### config.mk
export PLATFORM = sky130hd
export DESIGN_NAME = common_ram_port_arbiter
export DESIGN_NICKNAME = d
export VERILOG_FILES = /design/src/rtl/common_ram_arb_pkg.sv /design/src/rtl/common_ram_port_arbiter.sv
export SDC_FILE = /design/constraint.sdc
export NUM_CORES = 1
export LEC_CHECK = 0
export CORE_AREA = 2 2 61 63
export DETAILED_ROUTE_END_ITERATION = 7
export DIE_AREA = 0 0 63 65
export GPL_ROUTABILITY_DRIVEN = 0
export PLACE_DENSITY_LB_ADDON = 0.1
export SLEW_MARGIN = 0
export SYNTH_ARGS = -nofsm -noshare
export SYNTH_HDL_FRONTEND = slang
export SYNTH_SLANG_ARGS = --single-unit
### constraint.sdc
create_clock -name clk -period 2.1 [get_ports clk]
set_input_delay 0.42 -clock clk [delete_from_list [all_inputs] [get_ports clk]]
set_output_delay 0.42 -clock clk [all_outputs]
set_load 0.01 [all_outputs]
### src/rtl/common_ram_arb_pkg.sv
// Shared definitions for the two-requester RAM port arbiter: requester IDs,
// legal read latencies, and the round-robin helper.
package common_ram_arb_pkg;

    typedef enum logic {
        REQ0 = 1'b0,
        REQ1 = 1'b1
    } req_id_e;

    // RAM read latency without / with the RAM output register.
    localparam int RD_LATENCY_NO_OREG = 1;
    localparam int RD_LATENCY_OREG    = 2;

    function automatic req_id_e other_req(input req_id_e id);
        return (id == REQ0) ? REQ1 : REQ0;
    endfunction

endpackage

### src/rtl/common_ram_port_arbiter.sv
// Round-robin arbiter sharing one synchronous RAM port between two requesters;
// read responses are routed back with a tag pipeline matched to the RAM latency.
module common_ram_port_arbiter
    import common_ram_arb_pkg::*;
#(
    parameter int DATA_WIDTH = 8,
    parameter int ADDR_WIDTH = 9,
    parameter int RD_LATENCY = RD_LATENCY_NO_OREG
) (
    input  logic                  clk,
    input  logic                  rst,

    input  logic                  req0_valid,
    output logic                  req0_ready,
    input  logic                  req0_we,
    input  logic [ADDR_WIDTH-1:0] req0_addr,
    input  logic [DATA_WIDTH-1:0] req0_wdata,
    output logic                  req0_rvalid,
    output logic [DATA_WIDTH-1:0] req0_rdata,

    input  logic                  req1_valid,
    output logic                  req1_ready,
    input  logic                  req1_we,
    input  logic [ADDR_WIDTH-1:0] req1_addr,
    input  logic [DATA_WIDTH-1:0] req1_wdata,
    output logic                  req1_rvalid,
    output logic [DATA_WIDTH-1:0] req1_rdata,

    output logic                  ram_we,
    output logic [ADDR_WIDTH-1:0] ram_addr,
    output logic [DATA_WIDTH-1:0] ram_din,
    input  logic [DATA_WIDTH-1:0] ram_dout
);

    // The last tag stage lines up with the cycle ram_dout carries the read word.
    localparam int TAG_DEPTH = RD_LATENCY + 1;

    req_id_e               rr_ptr;
    logic                  grant0;
    logic                  grant1;
    logic                  accept;
    req_id_e               grant_id;
    logic                  sel_we;
    logic [ADDR_WIDTH-1:0] sel_addr;
    logic [DATA_WIDTH-1:0] sel_wdata;

    logic [TAG_DEPTH-1:0]  tag_valid;
    req_id_e               tag_id [TAG_DEPTH];

    always_comb begin
        grant0 = 1'b0;
        grant1 = 1'b0;
        if (!rst) begin
            if (req0_valid && req1_valid) begin
                grant0 = (rr_ptr == REQ0);
                grant1 = (rr_ptr == REQ1);
            end else begin
                grant0 = req0_valid;
                grant1 = req1_valid;
            end
        end
    end

    always_comb begin
        accept    = grant0 | grant1;
        grant_id  = grant1 ? REQ1 : REQ0;
        sel_we    = grant1 ? req1_we    : req0_we;
        sel_addr  = grant1 ? req1_addr  : req0_addr;
        sel_wdata = grant1 ? req1_wdata : req0_wdata;
    end

    assign req0_ready = grant0;
    assign req1_ready = grant1;

    always_ff @(posedge clk or posedge rst) begin
        if (rst) begin
            rr_ptr <= REQ0;
        end else if (accept) begin
            rr_ptr <= other_req(grant_id);
        end
    end

    // Address and write data hold between accesses; only the write strobe drops.
    always_ff @(posedge clk or posedge rst) begin
        if (rst) begin
            ram_we   <= 1'b0;
            ram_addr <= '0;
            ram_din  <= '0;
        end else begin
            ram_we <= accept & sel_we;
            if (accept) begin
                ram_addr <= sel_addr;
                ram_din  <= sel_wdata;
            end
        end
    end

    always_ff @(posedge clk or posedge rst) begin
        if (rst) begin
            tag_valid <= '0;
            for (int i = 0; i < TAG_DEPTH; i++) begin
                tag_id[i] <= REQ0;
            end
        end else begin
            tag_valid <= {tag_valid[TAG_DEPTH-2:0], accept & ~sel_we};
            tag_id[0] <= grant_id;
            for (int i = 1; i < TAG_DEPTH; i++) begin
                tag_id[i] <= tag_id[i-1];
            end
        end
    end

    assign req0_rvalid = tag_valid[TAG_DEPTH-1] && (tag_id[TAG_DEPTH-1] == REQ0);
    assign req1_rvalid = tag_valid[TAG_DEPTH-1] && (tag_id[TAG_DEPTH-1] == REQ1);
    assign req0_rdata  = ram_dout;
    assign req1_rdata  = ram_dout;

endmodule

==> run_results.csv <==
group,metric,value,unit
status,status,"completed",
yosys,syn-num-nets,184,
sta,period_needed,1.89,ns
floorplanning,die_area,4100,µm²
clock_tree,cts_tree,"built",
route,ant_nets,0,
layout,drive_above_1_share,6.59,%
floorplanning,rows,22,
placed_design,dp.cells,226,
floorplanning,fp.dieH,65,µm
setup_path,crit_path_max_incr_delay,0.46,ns
setup_path,cp_cell_sequence,"clkdlybuf4s50_1 > nand2b_1 > nor2_1 > dlygate4sd2_1",
placed_design,io_buffers,61,
setup_path,crit_type,"input port to primary output",
clock_tree,htreeDepth,1,
sta,setup_viol,0,
layout,syn_to_final_growth,43.7,%
route,drt_iter0_drc,58,
route,vias_per_cell,4.86,
setup_path,critPathMaxFanout,4,
yosys,synthesis.area,1240,µm²
yosys,ys.warnings.count,0,
floorplanning,initial_core_util,35.6,%
route,wl_per_cell,13.2,µm
clock_tree,cts_buffers,3,
clock_tree,clkSinkCount,23,
grt,grt_start_max_net_pins,37,
sta,skew,0.00145,ns
floorplanning,num_io_pins,86,
sta,fin_tns_setup,0,ns
setup_path,startpoint_type,"input port",
placed_design,dpl.hpwl,2210,µm
run,maxCapViolations,0,
setup_path,slowest_stage,"clkdlybuf4s50_1",
hold_path,min_path_type,"flip-flop to flip-flop",
yosys,synth_seq_area_share,46.3,%
sta,rsz0062_at_grt,"false",
setup_path,worstPathArrival,1.47,ns
grt,gr-total-overflow,0,
layout,final_cell_mix,"clkdlybuf4s50_1, dfrtp_1, nand3_1, nor2_1, a31oi_1",
sta,relSlewSlack,77.7,%
yosys,ys_seq_elements,23,
yosys,ys_types,19,
grt,antenna_found_initial,0,
route,drc,0,
setup_path,critical_path_required,1.68,ns
clock_tree,postCtsHoldBufs,0,
setup_path,crit_path_end_kind,"primary output",
yosys,synthCells,136,
pwr,power_per_cell_area,610,nW/µm²
layout,final_nets,231,
route,finalWirelength,3050,µm
sta,drv_slew,0,
sta,hold_viol,0,
route,firstDrtPassIters,4,
yosys,postSynthAreaPerCell,9.14,µm²
pwr,ir_drop,0.194,mV
clock_tree,clk_pin_slew,0.12,ns
sta,timing.final.crit_share,90.1,%
sta,clock.fmax,529,MHz
floorplanning,die_w,63,µm
pwr,leakage,0.711,nW
layout,fin_cells,230,
grt,grt_util_all_layers,15.4,%
floorplanning,core_region_area,3500,µm²
grt,grt_pass1_wl,5050,µm
layout,final_area,1790,µm²
grt,first_global_vias,1143,
clock_tree,insertion_delay,0.30,ns
layout,antenna_cells,0,
placed_design,placed_area,1760,µm²
clock_tree,cts_root_buffer,"clkbuf_4",
route,vias,1117,
layout,final_common_cell,"clkdlybuf4s50_1",
layout,fin_util,51.1,%
pwr,power,0.00109,W
clock_tree,cts_buffer_depth,2,
sta,worstMarginPinSlew,0.335,ns
cell type report:
cell class / instances / area (µm²)
Clock buffer: 4 / 26.3
Fill cell: 366 / 1710
Inverter: 1 / 3.75
Multi-Input combinational cell: 84 / 433
Sequential cell: 23 / 576
Tap cell: 48 / 60.1
Timing Repair Buffer: 70 / 688
metal layers:
layer	vias to the layer above	part of all wire, %	GRT usage (%)
li1	555	-	-
met1	506	43	18.4
met2	46	48	27.1
met3	10	7.8	3.82
met4	0	1.2	4.44
met5	-	0	0
kinds of logic after synthesis:
family | after synthesis | synth area share [%]
buffers and inverters | 29 | 18.9
DFF | 23 | 46.3
and+or+nand+nor | 45 | 16.8
AOI/OAI and AO/OA | 39 | 18.0
synth_stat cells:
library cell	n	area (µm²)
buf_6	1	11.3
a21boi_1	1	7.51
nand2b_1	2	12.5
and3_1	1	6.26
buf_4	22	165
nor2_1	18	67.6
nor2b_1	3	18.8
o21ai_0	5	25.0
inv_1	1	3.75
and2_1	1	6.26
o21ba_1	1	10.0
nand2_1	2	7.51
buf_12	2	40.0
o21ai_1	14	70.1
a31oi_1	17	106
dfrtp_1	23	576
nand3_1	18	90.1
a21oi_1	1	5.00
buf_2	3	15.0
report_power, final:
group / switching, W / total (W) / internal [W]
registers: 0.0000285 / 0.000527 / 0.000498
logic: 0.000154 / 0.000365 / 0.000211
clock network: 0.000124 / 0.000198 / 0.0000738
stage by stage:
stage               worst slack (ns)  hold WS [ns]
floorplan                      0.393         0.331
global placement             -0.0350         0.334
detailed placement           -0.0817         0.340
CTS                            0.196         0.370
global route                   0.125         0.376
finish                         0.209         0.368
final timing paths:
kind,from,endpoint,slack [ns],cells after the start
hold reg to reg,tag_id[1],tag_id[0],0.37,0
min in group asynchronous,rst,rr_ptr,0.57,3
setup reg to reg,rr_ptr,ram_addr[1],0.79,4
max in group asynchronous,rst,ram_din[0],1.30,3
hold / removal,tag_id[1],tag_id[0],0.37,0
setup / recovery,rst,req1_ready,0.21,4
critical path, delay by kind of cell:
family	cells	cell delay (ns)
buffers and inverters	2	0.74
AND/OR/NAND/NOR	2	0.32
flip-flops by register name, indices dropped and copies added (netlist names):
| name | flops |
|---|---|
| ram_we | 1 |
| ram_din | 8 |
| tag_id | 2 |
| rr_ptr | 1 |
| tag_valid | 2 |
| ram_addr | 9 |
timing repair:
item / CTS / global route
resized for setup: 2 / 0
buffers inserted: 0 / 0
endpoints found under the setup margin: 2 / 0
No activity file was read; power rests on OpenSTA's default activity.
